<file path="src/rtl/fft_addr_gen.sv">
// Radix-2 in-place FFT butterfly address generator (stage, group, offset).
// Optional: define FFT_AGEN_BITREV_EN to add a bit-reversed LOAD pass.
module fft_addr_gen #(
  parameter int LOG2N = 8,
  parameter int AW    = LOG2N
) (
  input  logic          clk,
  input  logic          rst,
  input  logic          start,
  input  logic          stall,
  output logic [AW-1:0] q_addrA,
  output logic [AW-1:0] q_addrB,
  output logic [AW-2:0] q_addrW,
  output logic [3:0]    q_stage,
  output logic          q_valid,
  output logic          q_last,
  output logic          busy,
  output logic          done
);

  localparam int          NI  = 1 << LOG2N;
  localparam logic [AW:0] N   = NI[AW:0];
  localparam logic [AW:0] ONE = {{AW{1'b0}}, 1'b1};
  localparam logic [3:0]  L4  = 4'(LOG2N);

`ifdef FFT_AGEN_BITREV_EN
  typedef enum logic [1:0] {S_IDLE, S_RUN, S_FIN, S_LOAD} state_t;
`else
  typedef enum logic [1:0] {S_IDLE, S_RUN, S_FIN} state_t;
`endif

  state_t        r_state, w_nstate;
  logic [3:0]    r_s, w_ns;
  logic [AW:0]   r_p, r_j, w_np, w_nj;
  logic [AW-1:0] r_a, r_b, w_na, w_nb;
  logic [AW-2:0] r_w, w_nw;
  logic [3:0]    r_stg, w_nstg;
  logic          r_vld, r_lst, r_busy, r_done;
  logic          w_nvld, w_nlst, w_nbusy, w_ndone;
  logic          w_bf;

  logic [3:0]    w_cs;
  logic [AW:0]   w_cp, w_cj, w_half, w_step;
  logic [AW:0]   w_a, w_b, w_tw;
  logic          w_jl, w_pl, w_stl, w_fin;
  logic          w_unused;

`ifdef FFT_AGEN_BITREV_EN
  logic [AW:0]   r_k, w_nk, w_ck;
  logic          w_ld;

  function automatic logic [AW-1:0] f_rev(input logic [AW-1:0] k);
    logic [AW-1:0] r;
    r = '0;
    for (int i = 0; i < LOG2N; i++) r[i] = k[LOG2N-1-i];
    return r;
  endfunction

  assign w_ck = (r_state == S_IDLE) ? '0 : r_k;
`endif

  // The butterfly about to be issued; IDLE starts at stage 1, p=0, j=0.
  assign w_cs   = (r_state == S_IDLE) ? 4'd1 : r_s;
  assign w_cp   = (r_state == S_IDLE) ? '0 : r_p;
  assign w_cj   = (r_state == S_IDLE) ? '0 : r_j;
  assign w_half = ONE << (w_cs - 4'd1);
  assign w_step = ONE << w_cs;
  assign w_jl   = (w_cj == w_half - ONE);
  assign w_pl   = (w_cp == N - w_step);
  assign w_stl  = w_jl & w_pl;
  assign w_fin  = w_stl & (w_cs == L4);
  assign w_a    = w_cp + w_cj;
  assign w_b    = w_a + w_half;
  assign w_tw   = w_cj << (L4 - w_cs);

  assign w_unused = ^{w_a[AW], w_b[AW], w_tw[AW:AW-1]};

  // Next state, next counters and next registered outputs
  always_comb begin
    w_nstate = r_state;
    w_ns     = r_s;
    w_np     = r_p;
    w_nj     = r_j;
    w_na     = r_a;
    w_nb     = r_b;
    w_nw     = r_w;
    w_nstg   = '0;
    w_nvld   = 1'b0;
    w_nlst   = 1'b0;
    w_nbusy  = 1'b0;
    w_ndone  = 1'b0;
    w_bf     = 1'b0;
`ifdef FFT_AGEN_BITREV_EN
    w_nk     = r_k;
    w_ld     = 1'b0;
`endif
    unique case (r_state)
      S_IDLE: begin
        if (start) begin
`ifdef FFT_AGEN_BITREV_EN
          w_ld = 1'b1;
`else
          w_bf = 1'b1;
`endif
        end
      end
      S_RUN: w_bf = 1'b1;
      S_FIN: begin
        w_ndone  = 1'b1;
        w_nstate = S_IDLE;
        w_ns     = '0;
        w_np     = '0;
        w_nj     = '0;
      end
`ifdef FFT_AGEN_BITREV_EN
      S_LOAD: w_ld = 1'b1;
`endif
      default: w_nstate = S_IDLE;
    endcase
`ifdef FFT_AGEN_BITREV_EN
    if (w_ld) begin
      w_na     = f_rev(w_ck[AW-1:0]);
      w_nb     = w_ck[AW-1:0];
      w_nw     = '0;
      w_nvld   = 1'b1;
      w_nbusy  = 1'b1;
      w_nk     = w_ck + ONE;
      w_nstate = S_LOAD;
      if (w_ck == N - ONE) begin
        w_nstate = S_RUN;
        w_nk     = '0;
        w_ns     = 4'd1;
        w_np     = '0;
        w_nj     = '0;
      end
    end
`endif
    if (w_bf) begin
      w_na     = w_a[AW-1:0];
      w_nb     = w_b[AW-1:0];
      w_nw     = w_tw[AW-2:0];
      w_nstg   = w_cs;
      w_nvld   = 1'b1;
      w_nlst   = w_stl;
      w_nbusy  = 1'b1;
      w_nstate = w_fin ? S_FIN : S_RUN;
      w_ns     = w_cs;
      w_np     = w_cp;
      if (w_jl) begin
        w_nj = '0;
        if (w_pl) begin
          w_np = '0;
          w_ns = w_cs + 4'd1;
        end else begin
          w_np = w_cp + w_step;
        end
      end else begin
        w_nj = w_cj + ONE;
      end
    end
  end

  // FSM state register, frozen while stalled
  always_ff @(posedge clk or negedge rst) begin
    if (!rst) r_state <= S_IDLE;
    else if (!stall) r_state <= w_nstate;
  end

  // Counters and registered outputs, frozen while stalled
  always_ff @(posedge clk or negedge rst) begin
    if (!rst) begin
      r_s    <= '0;
      r_p    <= '0;
      r_j    <= '0;
      r_a    <= '0;
      r_b    <= '0;
      r_w    <= '0;
      r_stg  <= '0;
      r_vld  <= 1'b0;
      r_lst  <= 1'b0;
      r_busy <= 1'b0;
      r_done <= 1'b0;
`ifdef FFT_AGEN_BITREV_EN
      r_k    <= '0;
`endif
    end else if (!stall) begin
      r_s    <= w_ns;
      r_p    <= w_np;
      r_j    <= w_nj;
      r_a    <= w_na;
      r_b    <= w_nb;
      r_w    <= w_nw;
      r_stg  <= w_nstg;
      r_vld  <= w_nvld;
      r_lst  <= w_nlst;
      r_busy <= w_nbusy;
      r_done <= w_ndone;
`ifdef FFT_AGEN_BITREV_EN
      r_k    <= w_nk;
`endif
    end
  end

  assign q_addrA = r_a;
  assign q_addrB = r_b;
  assign q_addrW = r_w;
  assign q_stage = r_stg;
  assign q_valid = r_vld & ~stall;
  assign q_last  = r_lst & ~stall;
  assign busy    = r_busy;
  assign done    = r_done & ~stall;

endmodule

</file>
<file path="config.mk">
export PLATFORM = sky130hd
export DESIGN_NAME = fft_addr_gen
export DESIGN_NICKNAME = d
export VERILOG_FILES = /design/src/rtl/fft_addr_gen.sv
export SDC_FILE = /design/constraint.sdc
export NUM_CORES = 1
export LEC_CHECK = 0
export ABC_AREA = 1
export BUFFER_PORTS_ARGS = -buffer_cell sky130_fd_sc_hd__buf_2
export CAP_MARGIN = 20
export CORE_ASPECT_RATIO = 0.6
export CORE_MARGIN = 1
export CORE_UTILIZATION = 50
export CTS_BUF_LIST = sky130_fd_sc_hd__clkbuf_4 sky130_fd_sc_hd__clkbuf_8
export DETAILED_ROUTE_END_ITERATION = 7
export GPL_TIMING_DRIVEN = 0
export HOLD_SLACK_MARGIN = 0.06
export PLACE_DENSITY = 0.68
export SLEW_MARGIN = 10
export SYNTH_ARGS = -nofsm -noshare
export SYNTH_HDL_FRONTEND = slang
export SYNTH_SLANG_ARGS = --single-unit
</file>
<file path="constraint.sdc">
create_clock -name clk -period 4 [get_ports clk]
set_clock_uncertainty 0.2 [all_clocks]
set_input_delay 0.4 -clock clk [delete_from_list [all_inputs] [get_ports clk]]
set_output_delay 0.4 -clock clk [all_outputs]
set_load 0.1 [all_outputs]
</file>
; After elaboration in Yosys (flattened, before gate mapping)
; Cells that the tools add are included.
[totals]
regBits = 54
in_bits = 4
out_inout_bits = 31
elab_cells = 63
[op_classes]
addsub = 9
eq_ne = 6
shifts = 3
muxes = 22
bitwise = 6
reduce_logical = 6
[op_table]
columns = cell, count
row1 = 9-bit 2-to-1 mux, 8
row2 = 4-bit 2-to-1 mux, 6
row3 = 9-bit equality test, 2
row4 = "1-bit by 4-bit left shift with 9-bit output, first input constant", 2
row5 = 8-bit adder, 2
row6 = "9-bit by 1-bit adder with 9-bit output, second input constant", 1
row7 = 9-bit adder, 1
row8 = 9-bit by 4-bit left shift with 7-bit output, 1
row9 = "9-bit by 1-bit subtractor with 9-bit output, second input constant", 1
row10 = "9-bit subtractor, first input constant", 1
row11 = 2-bit 2-to-1 mux, 3
row12 = 2-bit AND reduction, 3
row13 = 1-bit bitwise AND, 5
row14 = "4-bit by 1-bit adder with 4-bit output, second input constant", 1
row15 = "4-bit equality test, second input constant", 1
row16 = 1-bit 2-to-1 mux, 4
row17 = "4-bit by 1-bit subtractor with 4-bit output, second input constant", 1
row18 = "4-bit subtractor, first input constant", 1
row19 = "2-bit by 1-bit equality test with 1-bit output, second input constant", 1
row20 = "2-bit equality test, second input constant", 1
row21 = 2-bit logical NOT, 1
row22 = "2-bit by 1-bit != test with 1-bit output, second input constant", 1
row23 = 1-bit case mux with 2 select lines, 1
row24 = 2-bit nonzero test, 1
row25 = other kinds (2), 2

; Longest topological paths before layout
[depth]
word_depth = 10
mapped_depth = 22
depth_no_buf = 21

; Worst setup path before layout
; OpenSTA, ideal clock, no wires.
[synth_timing]
kind = reg2reg
start = register r_state[0]
end = register r_b[7], in the netlist q_addrB[7]
setup_time_ns = 0.134
arrival_time_ns = 2.996
required_ns = 3.666
slack_ns = 0.670
stages_incl_launch_ff = 18
path_buffers = 1
period_less_slack_ns = 3.330
cell_sequence = dfrtp_1 > nor2_1 > buf_4 > nor2_1 > ha_1 > fa_1 > a21oi_1 > o21bai_1 > a21oi_1 > nor2_1 > nor2_1 > xnor2_1 > ha_1 > nand4_1 > o221ai_1 > xor2_1 > xnor2_1 > o21ai_0
[synth_via]
elab_cells_between_ends = 11
cone_classes = add/sub: 3 / eq/ne: 1 / shift: 1 / mux: 4 / reduce/logical: 2
[synth_rtl]
columns = element, line
row1 = "start, declared", 32  ; state_t r_state, w_nstate;
row2 = "start signal, assigned", 166  ; else if (!stall) r_state <= w_nstate;
row3 = 2-bit logical NOT (*), "64, 65"
row4 = "9-bit 2-to-1 mux, on equally long branches", "64, 65"
row5 = 8-bit adder (*), 72  ; assign w_a = w_cp + w_cj;
row6 = via w_a[6], 44  ; logic [AW:0] w_a, w_b, w_tw;
row7 = 8-bit adder (*), 73  ; assign w_b = w_a + w_half;
row8 = "end signal, assigned", 191  ; r_b <= w_nb;
row9 = "end, declared", 35  ; logic [AW-1:0] r_a, r_b, w_na, w_nb;
; The timed path passes the listed nets; every way through them passes the cells marked *.
; A chain may end at the register's enable or synchronous reset.

; Worst setup path after layout
; Ends and elaborated chain as after synthesis.

==> results.sh <==
export IMPL_postLayoutSetupSlackWorst_ns=0.165
export IMPL_met1_grt_util_pct=49.5
export IMPL_postSynth_topFlopCell="dfrtp_1"
export IMPL_power_leakage_nw=2.72
export IMPL_ctsRootBufferMaster="clkbuf_8"
export IMPL_io_pin_count=35
export IMPL_power_density_nw_per_um2=400
export IMPL_final_max_slew_violation_count=0
export IMPL_final_hold_violation_count=0
export IMPL_place_congestion=0.936
export IMPL_design_core_area_um2=8650
export IMPL_drive_gt1_share_pct=14.6
export IMPL_fp_dieArea_um2=9480
export IMPL_hpwl_um=11400
export IMPL_wp_data_required_ns=4.00
export IMPL_clkTransAtPathRegs_ns=0.11
export IMPL_synth_nets=691
export IMPL_post_synth_top_area_fraction_pct=29.8
export IMPL_maximum_level_of_the_cts_h_tree=2
export IMPL_grt_resource_usage_total_pct=31.6
export IMPL_critical_path_arrival_ns=3.84
export IMPL_syn_to_final_growth_pct=11.7
export IMPL_sequential_share_of_the_synthesized_area_pct=29.8
export IMPL_ys_types=41
export IMPL_worstSkewPairLatency_ns=0.33
export IMPL_most_instantiated_library_cell_after_synthesis="nand2_1"
export IMPL_route_detailed_wl_per_inst_um=18.1
export IMPL_grt_pass1_wl_um=22200
export IMPL_holdCritPathClass="in -> reg"
export IMPL_worst_slew_pin_transition_ns=0.719
export IMPL_routed_via_count=4588
export IMPL_fp_dieW_um=125
export IMPL_critPathMaxFanout=10
export IMPL_dp_worst_setup_slack_ns=0.108
export IMPL_postRouteWirelength_um=14700
export IMPL_clock_net_sink_count=54
export IMPL_cts_tree="done"
export IMPL_detail_route_first_pass_iterations=8
export IMPL_yosysWarningCount=0
export IMPL_cp_start_kind="flop"
export IMPL_cts_buffers_inserted=5
export IMPL_ys_seq_elements=54
export IMPL_worst_hold_slack_across_all_endpoints_ns=0.260
export IMPL_core_rowCount=26
export IMPL_clockBufferDepth=2
export IMPL_antenna_cells=0
export IMPL_finalCriticalPeriod_ns=3.84
export IMPL_violations="DRC"
export IMPL_syn_mean_instance_area_um2=6.93
export IMPL_status="complete, but fails checks"
export IMPL_drt_antenna_violating_nets=0
export IMPL_globalRoute_busiestLayer="met1"
export IMPL_setup_worst_path_end_class="flop"
export IMPL_synthTopCellsByCount="nand2_1 (202), inv_1 (80), dfrtp_1 (54)"
export IMPL_fmax_mhz=261
export IMPL_synth_area_leaders="dfrtp_1 (30%), nand2_1 (17%), ha_1 (8.0%)"
export IMPL_via_per_inst=5.65
export IMPL_final_period_utilization_pct=95.9
export IMPL_grt_overflow=0
export IMPL_drt_drc_violations_left=2
export IMPL_synth_cells=655
export IMPL_die_height_um=75.8
export IMPL_drt_initial_drc_count=466
export IMPL_seq_area_um2=1350
export IMPL_max_rail_drop_vdd_uv=553
export IMPL_synth_area_um2=4540
export IMPL_max_slew_margin_rel_pct=51.9
export IMPL_number_of_failing_setup_endpoints_in_the_final_timing_report=0
export IMPL_fillCellCount=840
export IMPL_synth_top_cell_by_area="dfrtp_1"
export IMPL_max_cap_violation_count=0
export IMPL_start_util_pct=52.5
export IMPL_grt_util_met2_pct=41.8
export IMPL_synth_edf_count=0
export IMPL_first_global_vias=3913
export IMPL_final_net_count=735
export IMPL_place_port_buffers=33
export IMPL_initial_antenna_violation_count=0
export IMPL_asyncSetResetFlopFracSynth_pct=100
export IMPL_grt_start_max_net_pins=35
export IMPL_multi_input_comb_area_um2=2830
export IMPL_timing_worst_setup_path_type="reg -> reg"
export IMPL_gr_usage_met3_pct=8.50
==> timing repair <==
item                                    in CTS  in global routing
hold buffers                                 1                  0
hold endpoints to repair                    20                  0
endpoints found under the setup margin       0                  1
buffers inserted                             0                  2
resized for setup                            0                  9
==> cell type report <==
type                    instances  area share [%]
multi-input cells             500            55.7
flip-flops and latches         54            26.6
inverters                      88            6.51
repair buffers                 37            4.14
well taps                     112            2.76
plain buffers                  13            1.80
clock buffers                   6            1.63
clock inverters                 2           0.765
==> registers in the layout (all words and copies together), names as in the netlist <==
signal	flops
busy	1
q_addrA	8
q_addrB	8
q_addrW	7
q_stage	4
r_done	1
r_j	9
r_lst	1
r_p	9
r_s	4
r_state	2
==> final timing paths <==
kind	from	to	slack, ns	depth (start not counted)
worst min register to register	q_addrA[1]	q_addrA[1]	0.28	2
worst max register to register	r_state[0]	q_addrB[7]	0.16	17
min in group asynchronous	rst	q_addrW[0]	0.38	2
max in group asynchronous	rst	r_lst	2.66	3
worst max-delay path	r_state[0]	q_addrB[7]	0.16	17
worst min-delay path	stall	q_stage[3]	0.26	3
==> where the power goes <==
part / internal (W) / switching, W / total (W) / leakage [nW]
Combinational: 0.000216 / 0.000748 / 0.000964 / 1.92
Clock: 0.000207 / 0.000208 / 0.000415 / 0.0618
Sequential: 0.000611 / 0.0000398 / 0.000651 / 0.731
==> metrics by stage <==
stage / utilization (%) / area (um^2) / cells / TNS, ns / power (W)
detailed placement: 56.2 / 4860 / 801 / 0 / 0.00159
CTS: 57.7 / 5000 / 810 / 0 / 0.00201
finish: 58.6 / 5070 / 812 / 0 / 0.00203
floorplan: - / 4540 / 655 / 0 / 0.00138
global placement: 56.0 / 4840 / 800 / 0 / 0.00158
global route: 58.6 / 5070 / 812 / -0.0416 / 0.00213
==> cells by family after synthesis <==
logic type / Yosys count / synth area share [%]
buffers and inverters: 101 / 9.21
xor gates and xnor gates: 24 / 4.63
adders and majority gates: 32 / 9.32
DFF: 54 / 29.8
AOI/OAI and AO/OA: 96 / 12.1
and+or+nand+nor: 348 / 35.0
==> worst max-delay path: stages (launching register included) <==
cell and delay [ns]:
dfrtp_1 0.42, nor2_2 0.17, buf_6 0.20, nor2_1 0.11, ha_1 0.24, fa_1 0.42
a21oi_2 0.17, o21bai_1 0.10, a21oi_1 0.17, nor2_1 0.05, nor2_1 0.16, xnor2_2 0.16
ha_4 0.31, nand4_1 0.10, o221ai_2 0.22, xor2_1 0.27, xnor2_1 0.15, o21ai_0 0.08
==> per-layer routing <==
metal / routed length [um] / vias up / part of all wire [%]
li1: - / 2195 / -
met1: 7650 / 2146 / 52
met2: 5450 / 225 / 37
met3: 1420 / 22 / 9.6
met4: 181 / 0 / 1.2
met5: 0 / - / 0
==> layout by cell type (no fill, tap or decap), types with 2 or more instances in the layout <==
master      n
o22ai_1    10
inv_1      79
nand2_4     6
o21ai_1     4
o21ai_0    44
a21oi_1    22
nand3_1    41
o21bai_1    2
nand4_1    10
xnor2_1     3
a32o_1      2
buf_4       2
ha_4        3
nor2_2     10
buf_2      35
buf_6       3
nand3b_1    3
or2_2       2
nor2_1     52
ha_1       26
nand2_2     5
clkbuf_8    6
nor3_1      4
xor2_1     20
nor2_4      8
nand2_1   202
fa_1        3
clkbuf_1    6
inv_2       8
dfrtp_1    54
nand3_4     2
buf_12      2
o211ai_1    5
No activity file was read; power rests on OpenSTA's default activity.
